## src/rtl/fp_ctrl_pkg.sv

```systemverilog
// fp_ctrl_pkg: shared definitions for the FP issue controller.
//   - op-code encodings (these are also the alu_ctrl values)
//   - controller state enum
//   - default per-op latencies and latency counter width
//   - op_latency(): maps an op code to {legal, latency}
package fp_ctrl_pkg;

  localparam logic [3:0] OP_ADD  = 4'b0000;
  localparam logic [3:0] OP_SUB  = 4'b0100;
  localparam logic [3:0] OP_MUL  = 4'b0001;
  localparam logic [3:0] OP_DIV  = 4'b0011;
  localparam logic [3:0] OP_C_EQ = 4'b1010;
  localparam logic [3:0] OP_C_LT = 4'b1000;
  localparam logic [3:0] OP_C_LE = 4'b1100;

  localparam int LAT_ADD_DEF = 2;
  localparam int LAT_MUL_DEF = 3;
  localparam int LAT_DIV_DEF = 8;
  localparam int LAT_CMP_DEF = 1;

  localparam int CNT_W   = 8;
  localparam int LAT_MAX = (1 << CNT_W) - 1;

  typedef enum logic [1:0] {
    ST_IDLE = 2'd0,
    ST_EXEC = 2'd1,
    ST_DONE = 2'd2
  } state_e;

  typedef struct packed {
    logic             legal;
    logic [CNT_W-1:0] lat;
  } op_lat_t;

  // Unknown codes report illegal with a latency of 1.
  function automatic op_lat_t op_latency(input logic [3:0] op,
                                         input int lat_add,
                                         input int lat_mul,
                                         input int lat_div,
                                         input int lat_cmp);
    op_lat_t r;
    r.legal = 1'b1;
    r.lat   = CNT_W'(1);
    case (op)
      OP_ADD, OP_SUB:           r.lat = CNT_W'(lat_add);
      OP_MUL:                   r.lat = CNT_W'(lat_mul);
      OP_DIV:                   r.lat = CNT_W'(lat_div);
      OP_C_EQ, OP_C_LT, OP_C_LE: r.lat = CNT_W'(lat_cmp);
      default: begin
        r.legal = 1'b0;
        r.lat   = CNT_W'(1);
      end
    endcase
    return r;
  endfunction

endpackage

```

## src/rtl/fp_op_decode.sv

```systemverilog
// fp_op_decode: combinational decode of a requested FP operation.
// Ports:
//   op     in  4      operation code
//   dbl    in  1      double-precision request
//   legal  out 1      op/precision combination is supported
//   is_cmp out 1      legal compare op
//   lat    out CNT_W  cycles from accept to response (1 for illegal ops)
module fp_op_decode
  import fp_ctrl_pkg::*;
#(
  parameter int LAT_ADD = LAT_ADD_DEF,
  parameter int LAT_MUL = LAT_MUL_DEF,
  parameter int LAT_DIV = LAT_DIV_DEF,
  parameter int LAT_CMP = LAT_CMP_DEF
) (
  input  logic [3:0]       op,
  input  logic             dbl,
  output logic             legal,
  output logic             is_cmp,
  output logic [CNT_W-1:0] lat
);

  op_lat_t info;

  always_comb begin
    info   = op_latency(op, LAT_ADD, LAT_MUL, LAT_DIV, LAT_CMP);
    // Double precision exists only for add/sub.
    legal  = info.legal & (~dbl | (op == OP_ADD) | (op == OP_SUB));
    is_cmp = legal & ((op == OP_C_EQ) | (op == OP_C_LT) | (op == OP_C_LE));
    lat    = legal ? info.lat : CNT_W'(1);
  end

endmodule

```

## src/rtl/fp_issue_ctrl.sv

```systemverilog
// fp_issue_ctrl: single-op issue controller for the FP ALU datapath.
// Accepts one op over req_valid/req_ready, holds registered operands and
// control on the ALU inputs for the op's latency, captures the result into
// a response buffer, and owns the architectural FP condition flag.
// Ports:
//   clk, rst_n                clock, async active-low reset
//   abort                     synchronous kill of the in-flight op
//   req_valid/req_ready       request handshake (ready = IDLE)
//   req_op, req_double        op code and precision
//   req_a, req_b              64-bit operands (single in [63:32])
//   alu_in0_0..alu_in1_1      registered operand halves to the datapath
//   alu_ctrl, alu_double      registered op code and precision
//   alu_res_0, alu_res_1      datapath result words
//   alu_aeqb/altb/agtb/unord  datapath compare flags
//   rsp_valid/rsp_ready       response handshake
//   rsp_result, rsp_err       response payload and illegal-op flag
//   fpcond                    architectural FP condition flag
//
// state | meaning
// IDLE  | ready for a request
// EXEC  | ALU inputs held, latency counter running
// DONE  | response presented, waiting for rsp_ready
module fp_issue_ctrl
  import fp_ctrl_pkg::*;
#(
  parameter int LAT_ADD = LAT_ADD_DEF,
  parameter int LAT_MUL = LAT_MUL_DEF,
  parameter int LAT_DIV = LAT_DIV_DEF,
  parameter int LAT_CMP = LAT_CMP_DEF
) (
  input  logic        clk,
  input  logic        rst_n,
  input  logic        abort,
  input  logic        req_valid,
  output logic        req_ready,
  input  logic [3:0]  req_op,
  input  logic        req_double,
  input  logic [63:0] req_a,
  input  logic [63:0] req_b,
  output logic [31:0] alu_in0_0,
  output logic [31:0] alu_in0_1,
  output logic [31:0] alu_in1_1,
  output logic [31:0] alu_in1_0,
  output logic [3:0]  alu_ctrl,
  output logic        alu_double,
  input  logic [31:0] alu_res_0,
  input  logic [31:0] alu_res_1,
  input  logic        alu_aeqb,
  input  logic        alu_altb,
  input  logic        alu_agtb,
  input  logic        alu_unord,
  output logic        rsp_valid,
  input  logic        rsp_ready,
  output logic [63:0] rsp_result,
  output logic        rsp_err,
  output logic        fpcond
);

  if (LAT_ADD < 1 || LAT_MUL < 1 || LAT_DIV < 1 || LAT_CMP < 1 ||
      LAT_ADD > LAT_MAX || LAT_MUL > LAT_MAX ||
      LAT_DIV > LAT_MAX || LAT_CMP > LAT_MAX) begin : g_bad_latency
    $error("fp_issue_ctrl: every latency must be between 1 and %0d", LAT_MAX);
  end

  state_e           state_q, state_d;
  logic [CNT_W-1:0] cnt_q;
  logic [63:0]      a_q, b_q;
  logic [3:0]       op_q;
  logic             dbl_q;
  logic             legal_q, cmp_q;
  logic [63:0]      rsp_result_q;
  logic             rsp_err_q;
  logic             fpcond_q;

  logic             accept, capture;
  logic             cmp_val;
  logic             dec_legal, dec_cmp;
  logic [CNT_W-1:0] dec_lat;

  // agtb is not needed by any supported compare.
  logic unused_agtb;
  assign unused_agtb = alu_agtb;

  fp_op_decode #(
    .LAT_ADD (LAT_ADD),
    .LAT_MUL (LAT_MUL),
    .LAT_DIV (LAT_DIV),
    .LAT_CMP (LAT_CMP)
  ) u_decode (
    .op     (req_op),
    .dbl    (req_double),
    .legal  (dec_legal),
    .is_cmp (dec_cmp),
    .lat    (dec_lat)
  );

  always_ff @(posedge clk or negedge rst_n) begin
    if (!rst_n) state_q <= ST_IDLE;
    else        state_q <= state_d;
  end

  // Illegal ops also pass through EXEC (decode gives them latency 1), so
  // their error response shows up one cycle after accept like a 1-cycle op.
  always_comb begin
    state_d = state_q;
    accept  = 1'b0;
    capture = 1'b0;
    case (state_q)
      ST_IDLE: begin
        if (req_valid) begin
          accept  = 1'b1;
          state_d = ST_EXEC;
        end
      end
      ST_EXEC: begin
        if (cnt_q == CNT_W'(1)) begin
          capture = 1'b1;
          state_d = ST_DONE;
        end
      end
      ST_DONE: begin
        if (rsp_ready) state_d = ST_IDLE;
      end
      default: state_d = ST_IDLE;
    endcase
    if (abort) begin
      accept  = 1'b0;
      capture = 1'b0;
      state_d = ST_IDLE;
    end
  end

  // Unordered operands never set the condition flag.
  always_comb begin
    cmp_val = 1'b0;
    case (op_q)
      OP_C_EQ: cmp_val = alu_aeqb;
      OP_C_LT: cmp_val = alu_altb;
      OP_C_LE: cmp_val = alu_altb | alu_aeqb;
      default: cmp_val = 1'b0;
    endcase
    if (alu_unord) cmp_val = 1'b0;
  end

  always_ff @(posedge clk or negedge rst_n) begin
    if (!rst_n) begin
      cnt_q        <= '0;
      a_q          <= '0;
      b_q          <= '0;
      op_q         <= '0;
      dbl_q        <= 1'b0;
      legal_q      <= 1'b0;
      cmp_q        <= 1'b0;
      rsp_result_q <= '0;
      rsp_err_q    <= 1'b0;
      fpcond_q     <= 1'b0;
    end else begin
      if (accept) begin
        a_q     <= req_a;
        b_q     <= req_b;
        op_q    <= req_op;
        dbl_q   <= req_double;
        legal_q <= dec_legal;
        cmp_q   <= dec_cmp;
        cnt_q   <= dec_lat;
        if (!dec_legal) begin
          rsp_result_q <= '0;
          rsp_err_q    <= 1'b1;
        end
      end else if (state_q == ST_EXEC && !abort) begin
        cnt_q <= cnt_q - CNT_W'(1);
      end

      if (capture && legal_q) begin
        rsp_err_q <= 1'b0;
        if (cmp_q) begin
          rsp_result_q <= '0;
          fpcond_q     <= cmp_val;
        end else if (dbl_q) begin
          rsp_result_q <= {alu_res_0, alu_res_1};
        end else begin
          rsp_result_q <= {alu_res_0, 32'h0};
        end
      end
    end
  end

  assign req_ready  = (state_q == ST_IDLE);
  assign rsp_valid  = (state_q == ST_DONE);
  assign rsp_result = rsp_result_q;
  assign rsp_err    = rsp_err_q;
  assign fpcond     = fpcond_q;

  assign alu_in0_0  = a_q[63:32];
  assign alu_in0_1  = a_q[31:0];
  assign alu_in1_0  = b_q[63:32];
  assign alu_in1_1  = b_q[31:0];
  assign alu_ctrl   = op_q;
  assign alu_double = dbl_q;

endmodule

```

## config.mk

```make
export PLATFORM = sky130hd
export DESIGN_NAME = fp_issue_ctrl
export DESIGN_NICKNAME = d
export VERILOG_FILES = /design/src/rtl/fp_ctrl_pkg.sv /design/src/rtl/fp_op_decode.sv /design/src/rtl/fp_issue_ctrl.sv
export SDC_FILE = /design/constraint.sdc
export NUM_CORES = 1
export LEC_CHECK = 0
export CORE_UTILIZATION = 30
export CTS_CLUSTER_DIAMETER = 40
export DETAILED_ROUTE_END_ITERATION = 10
export SLEW_MARGIN = 20
export SYNTH_ARGS = -nofsm -noshare
export SYNTH_HDL_FRONTEND = slang
export SYNTH_SLANG_ARGS = --single-unit
```

## constraint.sdc

```tcl
create_clock -name clk -period 2.55 [get_ports clk]
set_input_delay 0.255 -clock clk [delete_from_list [all_inputs] [get_ports clk]]
set_output_delay 0.255 -clock clk [all_outputs]
set_load 0.01 [all_outputs]
```

=== After elaboration in Yosys (flattened, before gate mapping) ===
Cells that the tools add are included.

* Flip-flop bits (word level): 211
* Input port bits: 206
* Output and inout port bits: 201
* Logic and storage cells: 74

* Add/subtract/negate cells: 1
* Equal/unequal tests: 16
* Mux-type cells: 26
* Bitwise operators: 8
* Reduce and logical (&&, ||, !) cells: 12

{| class="wikitable"
|+ Operator list
! operator !! number
|-
| $mux 64 || 4
|-
| $mux 32 || 1
|-
| $eq 4x4->1 const B || 6
|-
| $mux 8 || 2
|-
| $pmux 4 s3 || 1
|-
| $mux 1 || 11
|-
| $eq 8x1->1 const B || 1
|-
| $mux 2 || 4
|-
| $sub 8x1->8 const B || 1
|-
| $reduce_or 7->1 || 1
|-
| $ne 3x3->1 const B || 2
|-
| $pmux 2 s3 || 1
|-
| $or 1x1->1 || 5
|-
| $eq 4x1->1 const B || 1
|-
| $eq 4x2->1 const B || 1
|-
| $eq 4x3->1 const B || 1
|-
| $logic_not 4->1 || 1
|-
| $mux 4 || 1
|-
| $reduce_and 2->1 || 2
|-
| $reduce_bool 2->1 || 2
|-
| $ne 3x2->1 const B || 1
|-
| $pmux 1 s3 || 1
|-
| $reduce_and 3->1 || 1
|-
| $and 1x1->1 || 2
|-
| 8 further kinds || 9
|}

=== Longest topological paths before layout ===
* Word-level depth: 7
* Gate-level depth with buffers: 8
* Depth with buffers taken out: 6

=== Cells and area by module ===
A second synthesis with hierarchy kept.

* Cell total of the unflattened synthesis: 811
* Area total of the unflattened synthesis: 8106.5 um2

{| class="wikitable"
|+ By module, submodules not included
! module !! instances !! cells an instance !! area each (um2) !! seq. area each (um2)
|-
| fp_issue_ctrl || 1 || 793 || 7972.6 || 5280.1
|-
| fp_op_decode || 1 || 18 || 133.9 || 0.0
|}

=== Worst setup path before layout ===
No wires, ideal clock.

* Path kind: reg-to-reg
* From: register cnt_q[1]
* To: register rsp_result_q[10], in the netlist rsp_result[10]
* Setup time: 121 ps
* Arrival: 1885 ps
* Data required time: 2429 ps
* Path slack: 544 ps
* Stages on the path, launching flop included: 8
* Path buffers: 1
* Clock period less this slack: 2006 ps
* Path through: dfrtp_1 > inv_1 > ha_1 > or3b_2 > nor3_2 > a31oi_1 > clkbuf_1 > a22o_1

* Word-level cells in the longest chain between the ends: 7
* Elaborated cells on any way between the ends: 9
* Those cells by class: 2 x eq/ne; 4 x mux; 3 x reduce/logical

{| class="wikitable"
|+ RTL lines
! what !! RTL line !! source
|-
| from (decl) || fp_issue_ctrl.sv:66 || <nowiki>logic [CNT_W-1:0] cnt_q;</nowiki>
|-
| from (signal assigned) || fp_issue_ctrl.sv:165 || <nowiki>cnt_q <= dec_lat;</nowiki>
|-
| from (signal assigned) || fp_issue_ctrl.sv:171 || <nowiki>cnt_q <= cnt_q - CNT_W'(1);</nowiki>
|-
| $eq 8x1->1 (*) || fp_issue_ctrl.sv:116 || <nowiki>if (cnt_q == CNT_W'(1)) begin</nowiki>
|-
| $mux 1 (*) || fp_issue_ctrl.sv:116 ||
|-
| $mux 1 (*) || fp_issue_ctrl.sv:108 || <nowiki>case (state_q)</nowiki>
|-
| $mux 1 (*) || fp_issue_ctrl.sv:126 || <nowiki>if (abort) begin</nowiki>
|-
| $logic_and 1x1->1 (*) || fp_issue_ctrl.sv:174 || <nowiki>if (capture && legal_q) begin</nowiki>
|-
| $ne 2x1->1 (no line) / $reduce_bool 2->1 (equally long branches) || n/a ||
|-
| $reduce_and 2->1 (no line) || n/a ||
|-
| to (signal assigned) || fp_issue_ctrl.sv:180 || <nowiki>rsp_result_q <= {alu_res_0, alu_res_1};</nowiki>
|-
| to (signal assigned) || fp_issue_ctrl.sv:182 || <nowiki>rsp_result_q <= {alu_res_0, 32'h0};</nowiki>
|-
| to (decl) || fp_issue_ctrl.sv:71 || <nowiki>logic [63:0] rsp_result_q;</nowiki>
|}

Mark *: on every way between the ends. The rest lies on a longest branch, timed or not.
A chain may end at the register's enable or synchronous reset.

=== Worst setup path after layout ===
* From: register cnt_q[1]
* To: register rsp_result_q[17], in the netlist rsp_result[17]

The elaborated chain is that of the path after synthesis.

==> results.cfg <==
[route]
post-route-drc-count = 57
drt_first_pass_iters = 8
drt-initial-drc-count = 489
via_count = 7077
wirelength_um = 25950
post_drt_wl_per_cell_um = 16.47
ant_nets = 0
viasPerCell = 4.493

[global_route]
grt_max_degree = 85
gr-total-overflow = 0
grt_pass1_vias = 7192
grt_usage_pct = 18.45
antenna_found_initial = 0
grt_pass1_wl_um = 39060

[timing]
setup_viol = 0
setup_slack_ns = 0.3998
period_share_pct = 84.32
fin_crit_ns = 2.150
fin_worst_skew_ns = 0.02460
setup_tns_ns = 0
drv_slew = 0
holdWs_ns = 0.2740
slew_headroom_pct = 58.79
rsz0062_at_grt = false
worst_pin_slew_ns = 0.6182
hold_viol = 0
clock.fmax_ghz = 0.4651

[placement]
hpwl_um = 18360
dp_worst_setup_slack_ns = 0.2973
placed_area_um2 = 12580
numPortBuffers = 405
gp_congestion = 0.7808

[setup_path]
critPathSlowestCell = or3b_2
arrival_ns = 2.53
slowest_delay_ns = 0.51
reg2reg_slack_ns = 0.40
r2r_end = rsp_result[17]
reg2reg_depth = 7
cp_cell_sequence = inv_1, ha_1, or3b_2, nor3_2, a31oi_4, buf_12, a22o_1
r2r-start = cnt_q[1]
crit_type = reg -> reg
critPathRequiredTime_ns = 2.93
end_kind = flop
critPathMaxFanout = 31
worst_setup_path_start_kind = flop

[logic_synthesis]
ys_seq_area_share_pct = 66.06
synthXorXnorAreaFrac_pct = 0.5479
syn_nets = 997
syn-cell-area_um2 = 7993
avgSynthCellArea_um2 = 10.13
synth-simple-area-share_pct = 21.73
synthCells = 789
synth_edf_count = 0
synthAdderAreaFrac_pct = 0.3131
synth.area.mux_share_pct = 0.1409
postSynth.asyncResetShare_pct = 100.0
synth.distinct_cells = 39
synth_compound_area_share_pct = 8.735
ys_ff_latch = 211
synth_top_family_by_area = simple AND/OR/NAND/NOR gates
yosysWarnings = 0
synthFlopType = dfrtp_1

[min_path]
hold_depth = 3
min_to = b_q[29]
hp-class = in -> reg
hp-start = req_b[29]

[pwr]
p_seq_share_pct = 33.2
p_per_area_nw_per_um2 = 1224
p_sw_share_pct = 31.08
p_comb_share_pct = 36.3
p_leak_nw = 6.553
p_sw_w = 0.005289
vdd_drop_max_v = 0.0006739
power.clock.fraction_pct = 30.5
p_int_w = 0.01173

[layout]
area_growth_pct = 73.95
final_nets = 1420
drive_above_1_share_pct = 7.742
stdcell_area_um2 = 13900
diodes = 0

[status]
violations = design-rule violations
outcome = finished with violations

[die]
die_area_um2 = 27300
fp.dieW_um = 165.2
die_y_um = 165.2
initial_core_util_pct = 30.59
io_pins = 407
coreArea_um2 = 26130
rows = 59

[cts]
clockRootBuffer = clkbuf_16
clock_sinks = 211
numCtsBuffers = 38
clk_pin_slew_ns = 0.06
h-tree-depth = 2
cts_setup_buffers = 0
insertion_delay_ns = 0.51
cts_buffer_depth = 3
tritoncts = done

[run]
drv_cap = 0
-- routing by layer --
| metal | track usage, % | share of wire (%) | up-vias |
|---|---|---|---|
| met4 | 6.130 | 2.1 | 0 |
| met5 | 0 | 0 | - |
| met3 | 5.819 | 9.2 | 41 |
| li1 | - | - | 3407 |
| met2 | 31.02 | 49 | 269 |
| met1 | 22.25 | 40 | 3360 |
-- how the worst max path moves through the flow --
| stage | from | end | cells after the start |
|---|---|---|---|
| 2_1_floorplan | cnt_q[1] | rsp_result[10] | 7 |
| 3_3_place_gp | abort | rsp_result[20] | 6 |
| 3_5_place_dp | abort | rsp_result[23] | 6 |
| 4_1_cts | cnt_q[1] | rsp_result[17] | 7 |
| 5_1_grt | cnt_q[1] | rsp_result[15] | 7 |
| 6_report | cnt_q[1] | rsp_result[17] | 7 |
-- synthesized netlist by cell type, types with 2 or more instances --
| cell | number | area (um^2) |
|---|---|---|
| nand2_1 | 402 | 1509 |
| dfrtp_1 | 211 | 5280 |
| a22o_1 | 65 | 569.3 |
| clkbuf_1 | 40 | 150.1 |
| nor2_1 | 10 | 37.54 |
| o21ai_0 | 7 | 35.03 |
| a21oi_1 | 6 | 30.03 |
| inv_1 | 4 | 15.01 |
| xor2_1 | 4 | 35.03 |
| buf_4 | 3 | 22.52 |
| nor3_1 | 3 | 15.01 |
| a31oi_1 | 2 | 12.51 |
| buf_2 | 2 | 10.01 |
| ha_1 | 2 | 25.02 |
| nor4b_1 | 2 | 17.52 |
| o31ai_1 | 2 | 15.01 |
| or4_1 | 2 | 15.01 |
-- kinds of logic (layout without fill, tap and decap cells) --
family	count (synthesis)	count (layout)
buffers and inverters	49	500
and+or+nand+nor	435	435
DFF	211	211
adders and majority gates	2	2
AOI/OAI and AO/OA	86	86
xor gates and xnor gates	5	5
muxes	1	1
-- power by group through the flow --
stage          sequential, W  clock [W]  combinational, W
2_1_floorplan        0.00628          0           0.00169
3_3_place_gp         0.00563          0           0.00621
3_5_place_dp         0.00567          0           0.00625
4_1_cts              0.00566    0.00532           0.00629
5_1_grt              0.00586    0.00546           0.00673
6_report             0.00565    0.00519           0.00618
-- layout by cell type, fill, tap and decap left out, types with 2 or more instances in the layout --
cell type,instances
clkbuf_1,5
o31ai_1,2
buf_4,14
a22o_1,65
inv_8,3
clkbuf_16,39
o21ai_0,7
buf_12,8
nor3_1,3
clkbuf_8,5
clkdlybuf4s50_1,404
clkinvlp_4,3
inv_1,4
or4_1,2
dfrtp_1,211
nor2_1,10
nand2_1,402
clkinv_2,5
a21oi_1,6
ha_1,2
xor2_1,4
inv_6,3
bufinv_16,5
-- state kept, by name, indices dropped and copies added, names as in the netlist --
| signal | flops |
|---|---|
| a_q | 64 |
| rsp_err | 1 |
| cmp_q | 1 |
| fpcond | 1 |
| alu_double | 1 |
| alu_ctrl | 4 |
| b_q | 64 |
| rsp_result | 64 |
| legal_q | 1 |
| state_q | 2 |
| cnt_q | 8 |
-- area by class of cell --
cell class | count | area, um^2
clock buffers | 48 | 1050
multi-input cells | 529 | 2540
flip-flops and latches | 211 | 5280
inverters | 4 | 15.01
well taps | 335 | 419.2
fillers | 2375 | 12230
repair buffers | 428 | 4333
clock inverters | 20 | 266.5
-- timing repair --
item	CTS	global route
hold buffers	1	0
resized for setup	0	0
endpoints found under the hold margin	65	0
endpoints found under the setup margin	0	0
-- through the flow --
stage | power, W | cells | util, %
finish | 0.01702 | 1575 | 53.20
global route | 0.01805 | 1575 | 53.20
CTS | 0.01727 | 1575 | 53.20
detailed placement | 0.01193 | 1506 | 48.13
global placement | 0.01184 | 1506 | 48.13
floorplan | 0.007964 | 789 | -
-- worst max-delay path, delay by kind of cell, from the launching register on --
kind                     cells  cell delay [ns]
buffers and inverters        2             0.30
adder cells (fa/ha/maj)      1             0.13
flip-flops                   1             0.39
AND/OR/NAND/NOR              2             0.85
AO/OA/AOI/OAI                2             0.34
Note: power is estimated with default switching activity, not from simulation.
